[src/rtl/cic3_decimator.sv]
// Third-order CIC (sinc3) decimator: 1-bit delta-sigma stream in, one unsigned
// PCM word plus a single-cycle valid strobe out per 2**DECIM_LOG2 accepted bits.
module cic3_decimator #(
  parameter int DECIM_LOG2 = 6,
  parameter int OUT_WIDTH  = 16
) (
  input  logic                 clk,
  input  logic                 rst,
  input  logic                 sampleEn,
  input  logic                 dsmIn,
  output logic [OUT_WIDTH-1:0] dataOut,
  output logic                 dataValid
);

  localparam int ACC_WIDTH = 3*DECIM_LOG2 + 1;
  localparam int FULL_W    = 3*DECIM_LOG2;

  logic [ACC_WIDTH-1:0]  r_i1_p0, r_i2_p0, r_i3_p0;
  logic [DECIM_LOG2-1:0] r_cnt_p0;
  logic                  r_decim_tick_p1;
  logic [ACC_WIDTH-1:0]  r_d1_p1, r_d2_p1, r_d3_p1;
  logic [OUT_WIDTH-1:0]  r_data_p2;
  logic                  r_vld_p2;

  logic [ACC_WIDTH-1:0]  w_dsm_ext;
  logic                  w_frame_end;
  logic [ACC_WIDTH-1:0]  w_y1, w_y2, w_y3;

  // Only the exact full-scale sum (2**FULL_W) can set the top bit; clamp it so
  // an all-ones input maps to the maximum code instead of wrapping to zero.
  function automatic logic [OUT_WIDTH-1:0] sat_scale(input logic [ACC_WIDTH-1:0] v);
    logic [FULL_W-1:0] s;
    s = v[ACC_WIDTH-1] ? {FULL_W{1'b1}} : v[FULL_W-1:0];
    return s[FULL_W-1 -: OUT_WIDTH];
  endfunction

  assign w_dsm_ext   = {{(ACC_WIDTH-1){1'b0}}, dsmIn};
  assign w_frame_end = sampleEn && (r_cnt_p0 == {DECIM_LOG2{1'b1}});

  // Stage p0: integrators and decimation counter, advancing on accepted bits
  always_ff @(posedge clk or posedge rst) begin
    if (rst) begin
      r_i1_p0         <= '0;
      r_i2_p0         <= '0;
      r_i3_p0         <= '0;
      r_cnt_p0        <= '0;
      r_decim_tick_p1 <= 1'b0;
    end else begin
      if (sampleEn) begin
        r_i1_p0  <= r_i1_p0 + w_dsm_ext;
        r_i2_p0  <= r_i2_p0 + r_i1_p0;
        r_i3_p0  <= r_i3_p0 + r_i2_p0;
        r_cnt_p0 <= r_cnt_p0 + 1'b1;
      end
      r_decim_tick_p1 <= w_frame_end;
    end
  end

  assign w_y1 = r_i3_p0 - r_d1_p1;
  assign w_y2 = w_y1 - r_d2_p1;
  assign w_y3 = w_y2 - r_d3_p1;

  // Stage p1/p2: comb delays and output register, updated once per frame
  always_ff @(posedge clk or posedge rst) begin
    if (rst) begin
      r_d1_p1   <= '0;
      r_d2_p1   <= '0;
      r_d3_p1   <= '0;
      r_data_p2 <= '0;
      r_vld_p2  <= 1'b0;
    end else begin
      r_vld_p2 <= r_decim_tick_p1;
      if (r_decim_tick_p1) begin
        r_d1_p1   <= r_i3_p0;
        r_d2_p1   <= w_y1;
        r_d3_p1   <= w_y2;
        r_data_p2 <= sat_scale(w_y3);
      end
    end
  end

  assign dataOut   = r_data_p2;
  assign dataValid = r_vld_p2;

endmodule
[config.mk]
export PLATFORM = sky130hd
export DESIGN_NAME = cic3_decimator
export DESIGN_NICKNAME = d
export VERILOG_FILES = /design/src/rtl/cic3_decimator.sv
export SDC_FILE = /design/constraint.sdc
export NUM_CORES = 1
export LEC_CHECK = 0
export ABC_AREA = 1
export BUFFER_PORTS_ARGS = -buffer_cell sky130_fd_sc_hd__buf_2
export CAP_MARGIN = 20
export CORE_UTILIZATION = 55
export CTS_CLUSTER_SIZE = 28
export DETAILED_ROUTE_END_ITERATION = 8
export GPL_ROUTABILITY_DRIVEN = 0
export PLACE_DENSITY = 0.68
export SETUP_SLACK_MARGIN = 0.05
export SLEW_MARGIN = 5
export SYNTH_ARGS = -nofsm -noshare
export SYNTH_HDL_FRONTEND = slang
export SYNTH_SLANG_ARGS = --single-unit
export TNS_END_PERCENT = 10
[constraint.sdc]
create_clock -name clk -period 11.7 [get_ports clk]
set_input_delay 0.585 -clock clk [delete_from_list [all_inputs] [get_ports clk]]
set_output_delay 0.585 -clock clk [all_outputs]
set_load 0.005 [all_outputs]
# Word level (Yosys, flattened, before mapping)

Index checks and enable logic that the tools add are counted.

Word-level logic and storage cells: 20
Input bits: 4
Output and inout port bits: 17
Register bits: 138

Reduce and logical (&&, ||, !) cells: 1
Equal/unequal tests: 1
Multiplexer cells: 1
Add/subtract/negate cells: 7

Operators with widths:

| operator                                                      | count |
|---|---|
| 19-bit subtractor                                             | 3 |
| 19-bit adder                                                  | 2 |
| 19-bit by 1-bit adder with 19-bit output                      | 1 |
| 18-bit two-way mux                                            | 1 |
| 6-bit by 1-bit adder with 6-bit output, second input constant | 1 |
| 6-bit equality test, second input constant                    | 1 |
| 1-bit logical AND                                             | 1 |

# Longest topological paths before layout

Gate-level depths: netlist of run 1.

Depth after elaboration: 4
Gate-level depth with buffers: 31
Mapped depth without buffers: 30

# Worst setup path after synthesis of run 1

OpenSTA, ideal clock, no wires.

Path type: register to register
Start: register r_i3_p0[0]
End: register r_data_p2[14] (netlist: dataOut[14])
Arrival time: 4.598 ns
Stages on the path, launching flop included: 31
Buffers on the path: 1
Slack: 6.989 ns
Setup time: 0.113 ns
Required time: 11.587 ns
Period minus slack after synthesis: 4.711 ns
Cell sequence: dfrtp_1 > inv_1 > ha_1 > fa_1 > inv_1 > a31oi_1 > o21ai_0 > a31oi_1 > xor2_1 > ha_1 > inv_1 > o21bai_1 > a31oi_1 > nand3_1 > a21boi_1 > o21ai_0 > nand2_1 > nand2_1 > xor2_1 > ha_1 > nand2_1 > nor3_1 > nand2_1 > or2_4 > o311ai_4 > inv_2 > nand3_2 > buf_6 > nand3_2 > nand2_1 > inv_1

Longest elaborated chain between the ends: 4

Ends and longest elaborated chain:

| what                   | line | RTL |
|---|---|---|
| from (decl)            | 18   | `logic [ACC_WIDTH-1:0] r_i1_p0, r_i2_p0, r_i3_p0;` |
| from (signal assigned) | 52   | `r_i3_p0 <= r_i3_p0 + r_i2_p0;` |
| 19-bit subtractor      | 59   | `assign w_y1 = r_i3_p0 - r_d1_p1;` |
| named net w_y1[8]      | 27   | `logic [ACC_WIDTH-1:0] w_y1, w_y2, w_y3;` |
| 19-bit subtractor      | 60   | `assign w_y2 = w_y1 - r_d2_p1;` |
| named net w_y2[15]     | 27   |  |
| 19-bit subtractor      | 61   | `assign w_y3 = w_y2 - r_d3_p1;` |
| 18-bit two-way mux     | 33   | `s = v[ACC_WIDTH-1] ? {FULL_W{1'b1}} : v[FULL_W-1:0];` |
| to (signal assigned)   | 77   | `r_data_p2 <= sat_scale(w_y3);` |
| to (decl)              | 22   | `logic [OUT_WIDTH-1:0] r_data_p2;` |

The timed path passes the listed nets, and every way through them passes these cells.
A chain may end at the register's enable or synchronous reset.

# Worst setup path after layout of run 1

Start: register r_i3_p0[0]
End: register r_data_p2[15] (netlist: dataOut[15])

The elaborated chain is that of the path after synthesis.

==> results.yml, run 1 <==
yosys:
  synth-edff-count: 0
  synthFlopType: "dfrtp_1"
  yosys.cell_types.count: 48
  yosysWarningCount: 0
  synth.cell_area_um2: 10000
  muxShareOfSynthArea_pct: 0
  synthCells: 1309
  ys_ff_latch: 138
  synth_compound_area_share_pct: 14.9
  syn_nets: 1409
  avgSynthCellArea_um2: 7.66
  synthAdderAreaFrac_pct: 12.3
  synth_xor_area_share_pct: 6.73
  yosysSeqAreaShare_pct: 34.5
  synth_top_family_by_area: "simple AND/OR/NAND/NOR gates"
  synthSimpleGateAreaFrac_pct: 23.5
  async_reset_ff_share_pct: 100
drt:
  viasPerCell: 5.35
  firstDrtPassIters: 5
  wirelength_mm: 21.6
  wl_per_cell_um: 13.9
  num_vias: 8353
  drt-initial-drc-count: 410
  drc: 0
  ant_nets: 0
critical_path:
  cp.required_ns: 12.01
  r2r_cells: 29
  end_kind: "register"
  crit_arrival_ns: 5.74
  cp_common_cell: "nand2_1"
  worstPathMaxFanout: 16
  cpPeakStageDelay_ns: 0.40
  crit_slowest_cell: "fa_1"
  startpoint_type: "register"
  crit_type: "register to register"
grt:
  antenna_found_initial: 0
  grt-ovfl-total: 0
  track_usage_pct: 25.0
  grt_max_degree: 84
  grt_pass1_wl_mm: 36.6
  grt_pass1_vias: 8097
clock_network:
  htreeDepth: 4
  post_cts_buffers: 0
  cts_root_buf: "clkbuf_16"
  cts_buffer_depth: 2
  tritoncts: "built"
  ctsHoldBuffers: 0
  cts.clk_slew.worst_paths_ns: 0.06
  cts_resized: 0
  cts_sinks: 138
  clock_latency_ns: 0.43
  cts_buffers: 17
timing:
  fmax_mhz: 184
  slew_viol_final: 0
  tightest_slew_ns: 0.986
  relSlewSlack_pct: 34.2
  hold_viol: 0
  rsz0062_at_grt: "no"
  setup_viol: 0
  fin_skew_ns: 0.0144
  fin_crit_ns: 5.43
  fin_crit_sh_pct: 46.4
  fin_tns_setup_ns: 0
floorplanning:
  die_y_um: 137
  die_w_um: 137
  rows: 48
  die_area_um2: 18800
  io_pins: 21
  fp.coreArea_um2: 17500
  initial_utilization_pct: 57.2
finish:
  layout.cells.non_filler: 1562
  final_nets: 1424
  drive_gt1_share_pct: 8.45
  stdcell_area_um2: 10900
  area.growth.synth_to_final_pct: 8.84
  n_antenna_cell: 0
placement:
  place_area_um2: 10300
  dp_hpwl_mm: 16.2
  dp_cells: 1530
  port_buffers: 20
job:
  maxCapViolations: 0
min_path:
  min_path_type: "primary input to async pin"
run_status:
  status: "finished, final reports clean"
[final timing paths]
check | startpoint | to | slack (ns)
max | r_i3_p0[0] | dataOut[15] | 6.27
min | rst | r_d3_p1[2] | 0.23
max reg2reg | r_i3_p0[0] | dataOut[15] | 6.27
min in group clk | r_d3_p1[15] | r_d3_p1[15] | 0.48
max in group asynchronous | rst | r_d1_p1[13] | 10.11
min reg2reg | r_d3_p1[15] | r_d3_p1[15] | 0.48
[synthesized netlist by cell type, types with 9 or more instances]
cell / instances / area share, %
o21ai_0: 111 / 5.5
o31ai_1: 9 / 0.67
xnor2_1: 27 / 2.4
or2_2: 24 / 1.5
a21oi_1: 87 / 4.3
clkbuf_1: 18 / 0.67
nand2_1: 296 / 11
nor2_1: 81 / 3.0
nor3_1: 9 / 0.45
xor2_1: 50 / 4.4
dfrtp_1: 138 / 34
nand3_2: 15 / 1.5
ha_1: 92 / 11
nand4_1: 9 / 0.56
nand3_1: 70 / 3.5
inv_1: 177 / 6.6
a31oi_1: 24 / 1.5
[state kept, by name, indices dropped and copies added (netlist names)]
register / cells
r_d1_p1: 19
r_i1_p0: 19
r_cnt_p0: 6
r_decim_tick_p1: 1
dataOut: 16
r_i3_p0: 19
r_d3_p1: 19
r_d2_p1: 19
r_i2_p0: 19
dataValid: 1
[layout by cell type (no fill, tap or decap), drive strengths merged, types with 5 or more instances in the layout]
cell,n
a21oi,89
nor2,83
inv,182
clkbuf,18
nor4,5
nor3,11
nand4,9
dfrtp,138
or2,25
buf,23
a31oi,24
o21bai,7
o31ai,9
ha,92
nand2,300
a21o,8
o21ai,113
xor2,50
nand3,85
xnor2,27
[worst max-delay path, delay by kind of cell, from the launching register on]
kind	cells	cell delay, ns
flip-flops	1	0.35
buffers and inverters	4	0.34
AO/OA/AOI/OAI	8	1.35
adder cells (fa/ha/maj)	4	1.28
XOR/XNOR	2	0.39
AND/OR/NAND/NOR	11	1.63
[cell type report]
cell class | count | area (um^2)
clock buffer | 18 | 429
tap | 225 | 282
timing repair buffer | 23 | 123
sequential | 138 | 3450
multi-input combinational | 965 | 5750
fill | 1626 | 6630
inverter | 179 | 677
clock inverter | 14 | 195
[logic make-up after synthesis]
family,Yosys count
and+or+nand+nor,527
AOI/OAI and AO/OA,265
buffers and inverters,206
DFF,138
adders and majority gates,96
xor gates and xnor gates,77
[layer usage]
layer	vias to the layer above	track usage (%)	wire length, um
li1	4367	-	-
met1	3832	29.5	9740
met5	-	0	0
met4	0	10.5	656
met2	117	44.6	10800
met3	37	4.33	474
[through the flow]
step,utilization [%],setup slack (ns),hold slack (ns)
6_report,62.2,6.27,0.234
5_1_grt,62.2,5.63,0.305
4_1_cts,62.2,6.25,0.270
3_5_place_dp,58.6,6.30,0.466
3_3_place_gp,58.6,6.36,0.458
2_1_floorplan,-,6.99,0.352
Power of run 1 is not shown: default switching activity piles up to over one toggle a cycle in this logic, so the estimate is an artifact.
==> inputs of run 2 (changes only) <==
==> constraint.sdc (replaced) <==
create_clock -name clk -period 5.42 [get_ports clk]
set_input_delay 0.271 -clock clk [delete_from_list [all_inputs] [get_ports clk]]
set_output_delay 0.271 -clock clk [all_outputs]
set_load 0.005 [all_outputs]
==> results.yml, run 2 (synthesis gave the netlist of run 1 again) <==
finish:
  n_fill_cell: 1610
  final_util_pct: 62.8
  area.growth.synth_to_final_pct: 9.86
  final_common_cell: "nand2_1"
  final_nets: 1433
  final_cell_mix: "nand2_1, inv_1, dfrtp_1"
  n_antenna_cell: 0
  drive_gt1_share_pct: 9.58
  layout.cells.non_filler: 1571
placement:
  port_buffers: 20
  dp_hpwl_mm: 16.5
  dp_cells: 1534
critical_path:
  cp.required_ns: 5.74
  reg2reg_from: "r_i3_p0[0]"
  r2r_end: "dataOut[15]"
  reg2reg_slack_ns: 0.45
  worstPathMaxFanout: 8
  cp.depth: 29
  cpPeakStageDelay_ns: 0.41
  crit_slowest_cell: "fa_1"
  setup.worst_path.end: "dataOut[15]"
  end_kind: "register"
  path_buf_inv: 5
  crit_start: "r_i3_p0[0]"
  r2r_cells: 29
  startpoint_type: "register"
  path_delay_family: "adder cells"
  crit_arrival_ns: 5.29
  cp_common_cell: "nand2_1"
  crit_type: "register to register"
clock_network:
  tritoncts: "built"
  cts_sinks: 138
  cts_buffers: 17
  cts_buffer_depth: 2
  cts.clk_slew.worst_paths_ns: 0.06
  cts_root_buf: "clkbuf_16"
  htreeDepth: 4
  clock_latency_ns: 0.43
grt:
  grt_pass1_vias: 8157
  antenna_found_initial: 0
  track_usage_pct: 25.5
  use_met2_pct: 45.8
  grt-ovfl-total: 0
  grt_pass1_wl_mm: 37.4
  grt_max_degree: 84
  grt.met1_usage_pct: 29.9
  use_met3_pct: 4.11
  grt.busiest_layer: "met2"
drt:
  num_vias: 8453
  viasPerCell: 5.38
  drt-initial-drc-count: 440
  wirelength_mm: 22.3
  wl_per_cell_um: 14.2
  drc: 0
  ant_nets: 0
  firstDrtPassIters: 5
floorplanning:
  die_y_um: 137
  fp.coreArea_um2: 17500
  rows: 48
  io_pins: 21
  die_area_um2: 18800
  initial_utilization_pct: 57.2
  die_w_um: 137
timing:
  fin_crit_sh_pct: 91.7
  fin_tns_setup_ns: 0
  worst_hold_slack_ns: 0.178
  rsz0062_at_grt: "no"
  fmax_mhz: 201
  fin_skew_ns: 0.00897
  relSlewSlack_pct: 32.6
  tightest_slew_ns: 1.01
  setup_viol: 0
  slew_viol_final: 0
  fin_crit_ns: 4.97
  hold_viol: 0
run_status:
  status: "finished, final reports clean"
min_path:
  min_path_type: "primary input to register"
  min_from: "dsmIn"
job:
  maxCapViolations: 0
## run 2: worst min-delay path by stage
| stage | endpoint | slack, ns | depth (start not counted) |
|---|---|---|---|
| global route | r_i1_p0[0] | 0.19 | 4 |
| detailed placement | r_d3_p1[2] | 0.38 | 2 |
| floorplan | dataValid | 0.35 | 0 |
| finish | r_i1_p0[0] | 0.18 | 4 |
| CTS | r_i1_p0[0] | 0.18 | 4 |
| global placement | r_d3_p1[2] | 0.37 | 2 |
## run 2: area by class of cell
cell class	count	area, um^2	share of cell area [%]
timing repair buffer	32	193	1.75
clock buffer	20	467	4.24
clock inverter	12	163	1.48
multi-input combinational	965	5780	52.5
sequential	138	3450	31.4
inverter	179	677	6.15
tap	225	282	2.56
## run 2: metal layers
metal	up-vias	share of wire [%]
met5	-	0
met4	0	3.2
met3	44	2.3
met2	101	50
met1	3933	45
li1	4375	-
## run 2: per-stage QoR
stage | cell area [um^2] | setup WS (ns)
finish | 11000 | 0.450
detailed placement | 10300 | 0.142
CTS | 11000 | 0.127
global route | 11000 | 0.0118
floorplan | 10000 | 0.709
global placement | 10300 | 0.274
## run 2: repair_timing
action                                  4_1_cts  5_1_grt
setup buffers                                 0        4
endpoints found under the setup margin        0       16
hold buffers                                  1        0
endpoints found under the hold margin        54        0
gates resized for setup                       0       10
## run 2: tightest hold or removal path, cell delays in order
cell and delay [ns]:
buf_2 0.08, ha_1 0.12, nand2_1 0.05, nand2_1 0.05
Power of run 2 is left out for the same reason.
